$ cat src/rtl/collision_pkg.sv
// Shared FSM encoding and default geometry/timing for the collision monitor.
package collision_pkg;

    typedef enum logic [2:0] {
        ARMED,
        HIT,
        GRACE,
        WAIT_CLEAR,
        HALTED
    } state_t;

    localparam int DEF_PLAYER_Y_TOP  = 200;
    localparam int DEF_PLAYER_Y_BOT  = 219;
    localparam int DEF_OBST_H        = 16;
    localparam int DEF_INVULN_CYCLES = 50_000_000;
    localparam int CNT_W             = 26;

endpackage

$ cat src/rtl/obstacle_overlap.sv
// Combinational overlap test of one obstacle slot against the player sprite.
module obstacle_overlap
    import collision_pkg::*;
#(
    parameter int PLAYER_Y_TOP = DEF_PLAYER_Y_TOP,
    parameter int PLAYER_Y_BOT = DEF_PLAYER_Y_BOT,
    parameter int OBST_H       = DEF_OBST_H
) (
    input  logic       valid,
    input  logic [1:0] lane,
    input  logic [1:0] player_lane,
    input  logic [7:0] y,
    output logic       overlap
);

    logic [8:0] y_ext;
    logic [8:0] y_end;

    // 9-bit sum so obstacles near row 255 never wrap into the sprite
    assign y_ext   = {1'b0, y};
    assign y_end   = y_ext + 9'(OBST_H);
    assign overlap = valid && (lane == player_lane)
                  && (y_end > 9'(PLAYER_Y_TOP))
                  && (y_ext <= 9'(PLAYER_Y_BOT));

endmodule

$ cat src/rtl/collision_monitor.sv
// Registers per-slot overlap, then drives hit pulse, grace period and hit counting.
module collision_monitor
    import collision_pkg::*;
#(
    parameter int NUM_OBS       = 4,
    parameter int PLAYER_Y_TOP  = DEF_PLAYER_Y_TOP,
    parameter int PLAYER_Y_BOT  = DEF_PLAYER_Y_BOT,
    parameter int OBST_H        = DEF_OBST_H,
    parameter int INVULN_CYCLES = DEF_INVULN_CYCLES
) (
    input  logic                 Clock,
    input  logic                 Reset,
    input  logic [1:0]           player_lane,
    input  logic [NUM_OBS-1:0]   obs_valid,
    input  logic [2*NUM_OBS-1:0] obs_lane,
    input  logic [8*NUM_OBS-1:0] obs_y,
    input  logic                 game_over,
    input  logic                 clear_score,
    output logic                 collision,
    output logic                 invuln,
    output logic [1:0]           hit_lane,
    output logic [7:0]           hit_count
);

    localparam logic [CNT_W-1:0] GRACE_LOAD = CNT_W'(INVULN_CYCLES - 1);

    logic [NUM_OBS-1:0] slot_ovl;
    logic               any_ovl;
    logic [1:0]         first_lane;
    logic               overlap_q;
    logic [1:0]         lane_q;
    logic [CNT_W-1:0]   counter;
    state_t             state;

    for (genvar g = 0; g < NUM_OBS; g++) begin : g_slot
        obstacle_overlap #(
            .PLAYER_Y_TOP(PLAYER_Y_TOP),
            .PLAYER_Y_BOT(PLAYER_Y_BOT),
            .OBST_H      (OBST_H)
        ) u_ovl (
            .valid      (obs_valid[g]),
            .lane       (obs_lane[2*g +: 2]),
            .player_lane(player_lane),
            .y          (obs_y[8*g +: 8]),
            .overlap    (slot_ovl[g])
        );
    end

    // Lowest-index overlapping slot supplies the reported lane
    always_comb begin
        any_ovl    = 1'b0;
        first_lane = '0;
        for (int unsigned i = 0; i < NUM_OBS; i++) begin
            if (slot_ovl[i] && !any_ovl) begin
                any_ovl    = 1'b1;
                first_lane = obs_lane[2*i +: 2];
            end
        end
    end

    always_ff @(posedge Clock or posedge Reset) begin
        if (Reset) begin
            overlap_q <= 1'b0;
            lane_q    <= '0;
        end else begin
            overlap_q <= any_ovl;
            lane_q    <= first_lane;
        end
    end

    always_ff @(posedge Clock or posedge Reset) begin
        if (Reset) begin
            state     <= ARMED;
            counter   <= '0;
            hit_count <= '0;
            hit_lane  <= '0;
            collision <= 1'b0;
            invuln    <= 1'b0;
        end else begin
            collision <= 1'b0;
            if (clear_score) begin
                state     <= ARMED;
                counter   <= '0;
                hit_count <= '0;
                hit_lane  <= '0;
                invuln    <= 1'b0;
            end else begin
                case (state)
                    ARMED: begin
                        if (game_over) begin
                            state  <= HALTED;
                            invuln <= 1'b0;
                        end else if (overlap_q) begin
                            state     <= HIT;
                            hit_lane  <= lane_q;
                            collision <= 1'b1;
                            invuln    <= 1'b1;
                        end
                    end
                    HIT: begin
                        state   <= GRACE;
                        counter <= GRACE_LOAD;
                        invuln  <= 1'b1;
                        if (hit_count != '1)
                            hit_count <= hit_count + 8'd1;
                    end
                    GRACE: begin
                        if (game_over) begin
                            state  <= HALTED;
                            invuln <= 1'b0;
                        end else if (counter == '0) begin
                            state  <= overlap_q ? WAIT_CLEAR : ARMED;
                            invuln <= overlap_q;
                        end else begin
                            counter <= counter - 1'b1;
                        end
                    end
                    WAIT_CLEAR: begin
                        if (game_over) begin
                            state  <= HALTED;
                            invuln <= 1'b0;
                        end else if (!overlap_q) begin
                            state  <= ARMED;
                            invuln <= 1'b0;
                        end
                    end
                    HALTED: begin
                        if (!game_over) begin
                            state  <= WAIT_CLEAR;
                            invuln <= 1'b1;
                        end
                    end
                    default: begin
                        state  <= ARMED;
                        invuln <= 1'b0;
                    end
                endcase
            end
        end
    end

endmodule

$ cat config.mk
export PLATFORM = sky130hd
export DESIGN_NAME = collision_monitor
export DESIGN_NICKNAME = d
export VERILOG_FILES = /design/src/rtl/collision_pkg.sv /design/src/rtl/obstacle_overlap.sv /design/src/rtl/collision_monitor.sv
export SDC_FILE = /design/constraint.sdc
export NUM_CORES = 1
export LEC_CHECK = 0
export ABC_AREA = 0
export CORE_AREA = 10 10 87 89
export CTS_CLUSTER_DIAMETER = 120
export CTS_CLUSTER_SIZE = 30
export DETAILED_ROUTE_END_ITERATION = 8
export DIE_AREA = 0 0 97 99
export GPL_TIMING_DRIVEN = 0
export PLACE_DENSITY_LB_ADDON = 0.15
export SYNTH_ARGS = -nofsm -noshare
export SYNTH_HDL_FRONTEND = slang
export SYNTH_HIERARCHICAL = 1
export SYNTH_SLANG_ARGS = --single-unit
$ cat constraint.sdc
create_clock -name Clock -period 5.1 [get_ports Clock]
set_input_delay 1.53 -clock Clock [delete_from_list [all_inputs] [get_ports Clock]]
set_output_delay 1.53 -clock Clock [all_outputs]
set_load 0.01 [all_outputs]
==> results.yml <==
sta:
  drv_slew: 0
  rsz0062_at_grt: "false"
  max_freq_mhz: 287
  finalWorstSetupSlack_ns: 1.61
  setup_viol: 0
  finalHoldViolCount: 0
  period_share_pct: 68.4
  layout_min_cycle_time_ns: 3.49
  fin_setup_tns_ns: 0
  fin_skew_ns: 0.0124
  maxSlewHeadroom_pct: 37.8
  worst_pin_slew_ns: 0.926
power:
  p_comb_share_pct: 23.8
  swShare_pct: 29.1
  power.leakage_nw: 1.72
  powerDensity_nw_per_um2: 226
  p_clk_share_pct: 32.1
  seq_power_share_pct: 44.1
  switchingPower_w: 0.000271
  internal_power_w: 0.000661
  irDropWorstVdd_mv: 0.148
  p_total_w: 0.000931
cells_and_area:
  fillers: 448
  syn2layout_area_growth_pct: 25.9
  final_nets: 506
  drive_gt1_share_pct: 6.55
  postLayoutCoreUtil_pct: 70.5
  antenna_cells: 0
  fin_cells: 518
cts:
  tritoncts: "yes"
  cts_root_buf: "clkbuf_8"
  clockBufferDepth: 2
  htreeDepth: 2
  clk_latency_ns: 0.30
  cts-hold-fix-buffers: 0
  ctsResizeCount: 0
  cts_setup_buffers: 0
  path_clk_slew_ns: 0.09
  cts_inserted_buffers: 5
  clock-sinks: 44
place:
  pre_cts_slack_ns: 1.29
  dp_cells: 510
  dp_hpwl_um: 6680
  gp_routability_congestion: 0.852
  port_buffers: 60
synthesis:
  syn_area_um2: 3270
  syn_avg_cell_area_um2: 8.76
  synthCells: 374
  synth_top_area_cell: "dfrtp_1"
  netlist_top_cells_count: "dfrtp_1, nor2_1, a21oi_1, nand2_1, a31oi_1"
  syn-num-nets: 438
  synthArstFlopShare_pct: 100
  ys_warn_count: 6
  synth_top_cells_by_area: "dfrtp_1, ha_1, a21oi_1"
  ys_ff_latch: 44
  synth_top_area_share_pct: 33.6
  yosysUniqueCellTypes: 61
  ys.flop_type: "dfrtp_1"
  yosysMostFrequentCell: "dfrtp_1"
  yosysSeqAreaShare_pct: 33.6
  synth_edf_count: 0
setup_path:
  worst-path-buf-inv: 2
  crit_type: "input port to register"
  critPathLaunch: "obs_y[21]"
  slowest_stage: "clkdlybuf4s50_1"
  crit_path_cell_trace: "clkdlybuf4s50_1 > inv_1 > ha_1 > nand2_1 > o21ai_1 > a211o_1 > a21oi_1 > nor2b_1 > a22oi_1 > nor2_1 > a21oi_1 > o21ai_0"
  max_stage_delay_ns: 0.56
  crit_required_ns: 5.26
  start_kind: "input port"
  path_common_cell: "a21oi_1"
  crit_family: "compound AO/OA/AOI/OAI gates"
  path_max_fanout: 5
  worstPathArrival_ns: 3.65
  r2r_start: "counter[0]$_DFFE_PP0P_"
  cp-end-kind: "register"
status:
  status: "finished, final reports clean"
floorplan:
  die_w_um: 97
  core_area_um2: 5850
  io_pins: 62
  die_h_um: 99
  placementRows: 28
  start_util_pct: 56.0
  die_area_um2: 9600
flow_run:
  maxCapViolCount: 0
global_routing:
  grt_usage_pct: 17.4
  grt_max_degree: 25
  antenna_found_initial: 0
  overflow: 0
  grt_pass1_vias: 3101
  grt_pass1_wl_um: 14500
detailed_routing:
  drt_iter0_drc: 186
  via_per_inst: 6.31
  drt-total-wl_um: 8750
  antenna_left: 0
  route.detailed.drc: 0
  wl_per_cell_um: 16.9
  first_pass_iters: 5
  vias: 3270
hold_path:
  hp-class: "register to register"
  hold_start: "lane_q[1]$_DFF_PP0_"
-- cell families after synthesis --
group | count (synthesis) | share of synthesized area (%)
adders and majority gates | 14 | 5.35
DFF | 44 | 33.6
buffers and inverters | 31 | 4.20
AOI/OAI and AO/OA | 111 | 23.9
muxes | 3 | 0.993
and+or+nand+nor | 151 | 26.6
xor gates and xnor gates | 20 | 5.35
-- cells in the final DEF (no fill, tap or decap), types with 11 or more instances in the layout --
| master | Yosys | layout |
|---|---|---|
| a211o_1 | 11 | 11 |
| a21oi_1 | 29 | 29 |
| a31oi_1 | 17 | 17 |
| clkbuf_1 | 11 | 11 |
| clkdlybuf4s50_1 | 0 | 60 |
| dfrtp_1 | 44 | 44 |
| ha_1 | 14 | 14 |
| inv_1 | 14 | 13 |
| nand2_1 | 25 | 25 |
| nand3_1 | 11 | 11 |
| nor2_1 | 32 | 32 |
| nor3_1 | 15 | 15 |
| nor4_1 | 11 | 11 |
| o22a_1 | 13 | 13 |
| xor2_1 | 11 | 11 |
-- state kept, by name, summed over array words and instances, names as in the netlist --
register and count:
state 3, invuln 1, counter 26, overlap_q 1
collision 1, hit_lane 2, hit_count 8, lane_q 2
-- final cells by class --
class,count,area [um^2],share of cell area (%)
buffer,17,85.1,2.06
timing repair buffer,61,628,15.2
sequential,44,1100,26.7
clock inverter,1,30.0,0.728
multi-input combinational,299,2040,49.4
inverter,14,52.6,1.27
clock buffer,7,96.3,2.34
tap,75,93.8,2.28
-- power groups by stage --
| stage | sequential (W) | combinational, W | clock, W |
|---|---|---|---|
| after global routing | 0.000415 | 0.000244 | 0.000317 |
| after detailed placement | 0.000416 | 0.000219 | 0 |
| after CTS | 0.000409 | 0.000221 | 0.000300 |
| after floorplan | 0.000409 | 0.000135 | 0 |
| final | 0.000411 | 0.000221 | 0.000299 |
| after global placement | 0.000414 | 0.000211 | 0 |
-- per-stage QoR --
stage / hold slack, ns / area (um^2)
floorplan: 0.484 / 3270
global placement: 0.496 / 3970
detailed placement: 0.504 / 4000
CTS: 0.524 / 4120
global route: 0.545 / 4120
finish: 0.519 / 4120
-- final timing paths --
| kind | end | slack (ns) | cells past startpoint |
|---|---|---|---|
| worst max-delay path | lane_q[0]$_DFF_PP0_ | 1.61 | 12 |
| worst min-delay path | hit_lane[1]$_DFFE_PP0P_ | 0.52 | 2 |
| worst max register to register | counter[0]$_DFFE_PP0P_ | 2.61 | 8 |
| worst min register to register | hit_lane[1]$_DFFE_PP0P_ | 0.52 | 2 |
| max in group asynchronous | invuln$_DFFE_PP0P_ | 3.05 | 3 |
| min in group asynchronous | hit_count[2]$_DFFE_PP0P_ | 1.56 | 2 |
-- worst reg2reg max path, cell delays in order (launching register included) --
cell,delay (ns)
dfrtp_1,0.43
inv_1,0.08
ha_1,0.24
nor4b_4,0.39
nand4_4,0.24
o21ai_4,0.34
and2_1,0.17
buf_4,0.17
mux2_1,0.33
-- metal layers --
layer	global-route usage [%]	wire length, um	up-vias
met5	0	0	-
met4	5.33	121	0
met3	4.54	539	10
met2	30.8	4290	111
met1	20.1	3790	1593
li1	-	-	1556
(Power assumes the default switching activity.)
